===== config.mk =====
export PLATFORM = sky130hd
export DESIGN_NAME = multicycle_ctrl
export DESIGN_NICKNAME = d
export VERILOG_FILES = /design/src/rtl/multicycle_ctrl.sv
export SDC_FILE = /design/constraint.sdc
export NUM_CORES = 1
export LEC_CHECK = 0
export BUFFER_PORTS_ARGS = -buffer_cell sky130_fd_sc_hd__clkbuf_2
export CAP_MARGIN = 10
export CORE_AREA = 3 3 40 42
export CTS_CLUSTER_DIAMETER = 30
export CTS_CLUSTER_SIZE = 40
export DETAILED_ROUTE_END_ITERATION = 12
export DIE_AREA = 0 0 43 45
export PLACE_DENSITY = 0.9
export SYNTH_ARGS = -nofsm -noshare
export SYNTH_HDL_FRONTEND = slang
export SYNTH_SLANG_ARGS = --single-unit
export TNS_END_PERCENT = 5

===== constraint.sdc =====
create_clock -name clk -period 2.9 [get_ports clk]
set_input_delay 0.58 -clock clk [delete_from_list [all_inputs] [get_ports clk]]
set_output_delay 0.58 -clock clk [all_outputs]
set_load 0.05 [all_outputs]

===== src/rtl/multicycle_ctrl.sv =====
// Main control FSM for the multicycle RV32I-subset core.
// Sequences the shared datapath over 3-5 cycles per instruction. Outputs are Moore
// except pc_write (branch & zero), alu_cntrl (funct decode) and imm_src (opcode decode).
// Optional feature macro: MC_CTRL_MEM_WAIT_EN adds mem_ready; FETCH, MEMREAD and
// MEMWRITE then hold until memory is ready, with their write strobes gated while holding.
module multicycle_ctrl #(
  parameter logic [3:0] RESET_STATE = 4'd0
) (
  input  logic       clk,
  input  logic       srst,
  input  logic [6:0] opcode,
  input  logic [2:0] funct3,
  input  logic       funct7b5,
  input  logic       zero,
`ifdef MC_CTRL_MEM_WAIT_EN
  input  logic       mem_ready,
`endif
  output logic       pc_write,
  output logic       adr_src,
  output logic       mem_write,
  output logic       ir_write,
  output logic [1:0] result_src,
  output logic [1:0] alu_src_a,
  output logic [1:0] alu_src_b,
  output logic [2:0] alu_cntrl,
  output logic [1:0] imm_src,
  output logic       reg_write,
  output logic       illegal_instr,
  output logic [3:0] state
);

  typedef enum logic [3:0] {
    StFetch    = 4'd0,
    StDecode   = 4'd1,
    StMemAdr   = 4'd2,
    StMemRead  = 4'd3,
    StMemWb    = 4'd4,
    StMemWrite = 4'd5,
    StExecR    = 4'd6,
    StAluWb    = 4'd7,
    StExecI    = 4'd8,
    StJal      = 4'd9,
    StBeq      = 4'd10,
    StIllegal  = 4'd11
  } state_e;

  typedef enum logic [1:0] {AluAdd, AluSub, AluFunc} alu_op_e;

  localparam logic [6:0] OpLoad   = 7'b0000011;
  localparam logic [6:0] OpStore  = 7'b0100011;
  localparam logic [6:0] OpRType  = 7'b0110011;
  localparam logic [6:0] OpIType  = 7'b0010011;
  localparam logic [6:0] OpJal    = 7'b1101111;
  localparam logic [6:0] OpBranch = 7'b1100011;

  state_e  state_q, state_d;
  alu_op_e alu_op;
  logic    pc_update;
  logic    branch;
  logic    mem_rdy;

`ifdef MC_CTRL_MEM_WAIT_EN
  assign mem_rdy = mem_ready;
`else
  assign mem_rdy = 1'b1;
`endif

  // State register; reset wins over every transition, including mid-instruction.
  always_ff @(posedge clk) begin
    if (srst) begin
      state_q <= state_e'(RESET_STATE);
    end else begin
      state_q <= state_d;
    end
  end

  // Next-state selection.
  always_comb begin
    state_d = StFetch;
    case (state_q)
      StFetch:    state_d = mem_rdy ? StDecode : StFetch;
      StDecode: begin
        case (opcode)
          OpLoad, OpStore: state_d = StMemAdr;
          OpRType:         state_d = StExecR;
          OpIType:         state_d = StExecI;
          OpJal:           state_d = StJal;
          OpBranch:        state_d = StBeq;
          default:         state_d = StIllegal;
        endcase
      end
      // opcode bit 5 separates sw (store) from lw (load).
      StMemAdr:   state_d = opcode[5] ? StMemWrite : StMemRead;
      StMemRead:  state_d = mem_rdy ? StMemWb : StMemRead;
      StMemWrite: state_d = mem_rdy ? StFetch : StMemWrite;
      StExecR, StExecI, StJal: state_d = StAluWb;
      default:    state_d = StFetch;
    endcase
  end

  // Moore strobes and mux selects; unlisted strobes 0, unlisted selects 00.
  always_comb begin
    adr_src       = 1'b0;
    mem_write     = 1'b0;
    ir_write      = 1'b0;
    result_src    = 2'b00;
    alu_src_a     = 2'b00;
    alu_src_b     = 2'b00;
    reg_write     = 1'b0;
    illegal_instr = 1'b0;
    pc_update     = 1'b0;
    branch        = 1'b0;
    alu_op        = AluAdd;
    case (state_q)
      StFetch: begin
        ir_write   = mem_rdy;
        alu_src_b  = 2'b10;
        result_src = 2'b10;
        pc_update  = mem_rdy;
      end
      StDecode: begin
        // Branch target precompute: oldPC + imm.
        alu_src_a = 2'b01;
        alu_src_b = 2'b01;
      end
      StMemAdr: begin
        alu_src_a = 2'b10;
        alu_src_b = 2'b01;
      end
      StMemRead: begin
        adr_src = 1'b1;
      end
      StMemWb: begin
        result_src = 2'b01;
        reg_write  = 1'b1;
      end
      StMemWrite: begin
        adr_src   = 1'b1;
        mem_write = mem_rdy;
      end
      StExecR: begin
        alu_src_a = 2'b10;
        alu_op    = AluFunc;
      end
      StExecI: begin
        alu_src_a = 2'b10;
        alu_src_b = 2'b01;
        alu_op    = AluFunc;
      end
      StAluWb: begin
        reg_write = 1'b1;
      end
      StJal: begin
        alu_src_a = 2'b01;
        alu_src_b = 2'b10;
        pc_update = 1'b1;
      end
      StBeq: begin
        alu_src_a = 2'b10;
        alu_op    = AluSub;
        branch    = 1'b1;
      end
      StIllegal: begin
        illegal_instr = 1'b1;
      end
      default: ;
    endcase
  end

  // ALU control: fixed add/sub, or decoded from funct3/funct7 for ALU instructions.
  always_comb begin
    alu_cntrl = 3'b000;
    case (alu_op)
      AluSub:  alu_cntrl = 3'b001;
      AluFunc: begin
        case (funct3)
          // Only R-type (opcode bit 5 set) can subtract; addi ignores funct7.
          3'b000:  alu_cntrl = (opcode[5] && funct7b5) ? 3'b001 : 3'b000;
          3'b010:  alu_cntrl = 3'b101;
          3'b110:  alu_cntrl = 3'b011;
          3'b111:  alu_cntrl = 3'b010;
          default: alu_cntrl = 3'b000;
        endcase
      end
      default: alu_cntrl = 3'b000;
    endcase
  end

  // Immediate format follows the opcode in every state.
  always_comb begin
    imm_src = 2'b00;
    case (opcode)
      OpStore:  imm_src = 2'b01;
      OpBranch: imm_src = 2'b10;
      OpJal:    imm_src = 2'b11;
      default:  imm_src = 2'b00;
    endcase
  end

  assign pc_write = pc_update | (branch & zero);
  assign state    = state_q;

endmodule


======== Yosys cells after proc, flatten, opt, wreduce, memory -nomap -nowiden ========
Index checks and enable logic that the tools add are counted.
cells by class
  equal/unequal tests ..................... 22
  mux-type cells .......................... 18
  bitwise gates (word level) .............. 2
  reduce and logical (&&, ||, !) cells .... 12
operators with widths
  operator                                                               number
  4-bit one-hot mux with 5 select lines                                  2
  4-bit by 3-bit equality test with 1-bit output, second input constant  4
  4-bit equality test, second input constant                             4
  2-bit one-hot mux with 2 select lines                                  4
  7-bit by 6-bit equality test with 1-bit output, second input constant  2
  7-bit equality test, second input constant                             2
  3-bit one-hot mux with 4 select lines                                  1
  2-bit OR reduction                                                     6
  4-bit by 2-bit equality test with 1-bit output, second input constant  2
  1-bit two-way mux                                                      8
  7-bit by 2-bit equality test with 1-bit output, second input constant  1
  7-bit by 5-bit equality test with 1-bit output, second input constant  1
  3-bit equality test, second input constant                             2
  2-bit one-hot mux with 3 select lines                                  1
  3-bit one-hot mux with 2 select lines                                  1
  3-bit OR reduction                                                     2
  4-bit by 1-bit equality test with 1-bit output, second input constant  1
  4-bit logical NOT                                                      1
  4-bit OR reduction                                                     1
  3-bit by 2-bit equality test with 1-bit output, second input constant  1
  3-bit logical NOT                                                      1
  3-bit two-way mux                                                      1
  2-bit by 1-bit equality test with 1-bit output, second input constant  1
  2-bit equality test, second input constant                             1
  other kinds (3)                                                        3
storage, ports and cells
  flip-flop bits (word level) ............. 4
  bits of input ports ..................... 14
  output and inout port bits .............. 21
  logic and storage cells ................. 55

======== Logic depth before layout (Yosys ltp) ========
  depth after elaboration ................. 5
  mapped depth ............................ 8

======== Worst setup path before layout ========
No wires, ideal clock.
  path type ............................... register to output
  from .................................... reg state_q[2] (netlist: state[2])
  to ...................................... out alu_cntrl[2]
  arrival ................................. 3163 ps
  required time ........................... 2320 ps
  path slack .............................. -843 ps
  stages on the path, launching flop included .. 7
  buffers on the path ..................... 1
  cells stage by stage .................... dfxtp_1 -> buf_2 -> inv_2 -> or2_0 -> a21oi_1 -> ha_1 -> nor4_1
between the ends
  longest elaborated chain between the ends .. 5
ends and longest elaborated chain
  what                                                                                   line  source
  start: declaration                                                                     56    state_e state_q, state_d;
  start signal: assignment                                                               71    state_q <= state_e'(RESET_STATE);
  start signal: assignment                                                               73    state_q <= state_d;
  4-bit equality test or 4-bit by 3-bit equality test with 1-bit output (tied branches)  114   case (state_q)
  2-bit OR reduction (no source line)                                                    n/a
  2-bit one-hot mux with 2 select lines (*)                                              114
  2-bit equality test or 2-bit by 1-bit equality test with 1-bit output (tied branches)  173   case (alu_op)
  3-bit one-hot mux with 2 select lines (*)                                              173
  end: declaration                                                                       25    output logic [2:0] alu_cntrl,
Mark *: on every way between the ends. The rest lies on a longest branch, timed or not.

======== Final worst setup path ========
  from .................................... reg state_q[3] (netlist: state[3])
  to ...................................... out alu_cntrl[2]
The elaborated chain is that of the path after synthesis.

==> results.md <==
- Final worst-path cycle share: between 90% and 100%
- Skew final: between 0.0008 and 0.0009 ns
- CTS Buffer Depth: 2
- Status: finished clean
- Max VDD drop: roughly 0.61 mV
- Crit path DAT: roughly 2.1 ns
- Setup WS post-layout: between 0.15 and 0.2 ns
- Iteration count of the initial detailed-routing pass: 4
- H-tree depth: 1
- Most common cell after layout, fill and taps aside: clkbuf_2
- Max Cap Violations: 0
- Core area: between 1000 and 1500 sq um
- Overall Global Routing Usage: approximately 16%
- Chip height: about 45 um
- Detailed-route via count: approximately 680
- Slowest stage cell, crit path: dfxtp_1
- Rel. slew slack: between 50% and 60%
- Pwr/cell area: about 1100 nW/um^2
- Via-per-instance ratio: approximately 5.4
- RSZ-0062 raised after global routing: no
- Seq/Total Area, Yosys: between 10 and 15%
- Maximum fanout along the worst path: 13
- Crit Path Category: reg -> out
- Initial Util: about 44%
- Drt wl/cell: 11.8 um
- Number of buffers created by CTS: 3
- Synth Instances: 76
- Slew @ Worst Pin: about 0.63 ns
- # setup viols final: 0
- Leak Pwr: approximately 0.00036 uW
- Worst Path Required: approximately 2.3 ns
- Crit path capture type: output pin
- Drc violations: 0
- Worst setup SP type: flop
- Total Nets Final: 128
- Final hold vios: 0
- Synth-to-Final Area Change: 36.1%
- CTS tree: yes
- Routability congestion estimate: 0.889
- Most frequent cells in the layout: clkbuf_2 (34), nor2_1 (9), nand2_1 (7)
- Syn nets: approximately 90
- I/O Buffers: 34
- Synth cell types: 34
- Syn avg cell area: 7.44 sq um
- Largest net degree at the start of global routing: 14
- Share of layout cells above drive strength 1: 45.5%
- Grt ovf: 0
- Critical Path Max Stage Delay: between 0.5 and 0.6 ns
- Initial antenna violation count: 0
- Tightest Hold Check Type: in -> reg
- Total power: approximately 820 uW
- Die area: around 1900 sq um
- Clock sinks: 4
- Crit path cell chain: nand2_1, nor2_1, inv_1, ha_1, nor4_2, clkbuf_2
- Post-Syn Area: ~570 sq um
- Fmax: ~370 MHz
- Root buffer cell: clkbuf_4
- Final wirelength: roughly 1500 um
- Clock slew at reported path FFs: 0.04 ns
- Max-slew violations: 0
- DR iter-0 viols: 11
- Chip Width: 43 um
- First-pass GRT wire length: between 2000 and 2500 um
- Final core occ: 59.9%
- Fillers: approximately 120
- Row cnt: 13
- Yosys warning count: 0
- Fin Setup TNS: 0 ns
- CTS Hold Bufs: 0
- Number of flip-flops in the largest register: 4
- Post-DP HPWL: around 1200 um
- Final ANT Viol Nets: 0
- Clock Latency Late Sink: 0.23 ns
- IO Pins: 35
- Vias in the first global route: 608
- Final worst path period need: around 2.7 ns
- Flops & latches, synth: 4
- Diodes inserted: 0
- WHS: approximately 0.56 ns
- Place WS: 0.374 ns
==> power breakdown <==
group,internal [uW],switching [uW]
Clock,46.3,23.1
Combinational,166,452
Sequential,73.0,59.0
Total,285,534
==> cell families (layout without fill, tap and decap cells) <==
| group | count (synthesis) | in the layout | synth area share, % |
|---|---|---|---|
| buf+inv | 11 | 45 | 12.6 |
| flops | 4 | 4 | 14.2 |
| compound gates | 20 | 20 | 27.7 |
| xor+xnor | 3 | 3 | 4.65 |
| fa+ha+maj | 2 | 2 | 4.42 |
| simple gates | 36 | 36 | 36.5 |
==> final timing paths <==
kind / slack [ns] / to / cells after the start / from
max reg2reg: 1.35 / state[2] / 3 / state[0]
min reg2reg: 0.69 / state[1] / 4 / state[2]
max: 0.19 / alu_cntrl[2] / 6 / state[3]
min: 0.56 / state[2] / 2 / srst
==> through the flow <==
step,instance area (sq um),cells
final,769,125
after global routing,769,125
after CTS,768,125
after detailed placement,746,122
after global placement,746,122
after floorplan,578,76
==> synthesized netlist by cell type, drive strengths merged <==
cell type,instances,area share (%)
a31o,1,1.5
clkinv,1,2.9
a2111o,1,2.0
or4,2,2.7
buf,5,6.4
o21a,1,1.3
dfxtp,4,14
nand2b,5,6.9
ha,2,4.4
nand2,8,6.6
nor4,3,3.3
xnor2,2,3.1
or2,1,1.1
nor2,9,6.0
a21oi,6,5.3
nor3,5,4.4
o21ai,3,2.7
inv,5,3.3
a211oi,1,1.3
xor2,1,1.5
a21o,1,1.3
a2111oi,1,4.9
and4b,1,2.4
a31oi,2,2.2
a221o,2,3.5
a311oi,1,1.5
and3,2,3.1
==> routing by layer <==
layer,wire (um),vias to the layer above,track usage (%)
met5,0,-,0
met4,0,0,7.23
met3,138,0,0.398
met2,763,35,30.2
met1,574,298,19.0
li1,-,346,-
==> final cells by class <==
class / count / area, sq um / area share [%]
timing repair buffer: 36 / 185 / 24.1
tap: 15 / 18.8 / 2.44
inverter: 6 / 35.0 / 4.55
clock buffer: 3 / 22.5 / 2.93
sequential: 4 / 81.3 / 10.6
multi-input combinational: 61 / 427 / 55.4
==> worst max-delay path: cells and delay by family, from the launching register on <==
family | cells | cell delay (ns)
simple gates | 3 | 0.60
flops | 1 | 0.57
buf+inv | 2 | 0.38
fa+ha+maj | 1 | 0.34
==> what timing repair did <==
| action | in CTS | in global routing |
|---|---|---|
| buffers inserted | 0 | 0 |
| endpoints found under the setup margin | 0 | 2 |
| gates resized for setup | 0 | 1 |
Power figures use the tool's default switching activity.
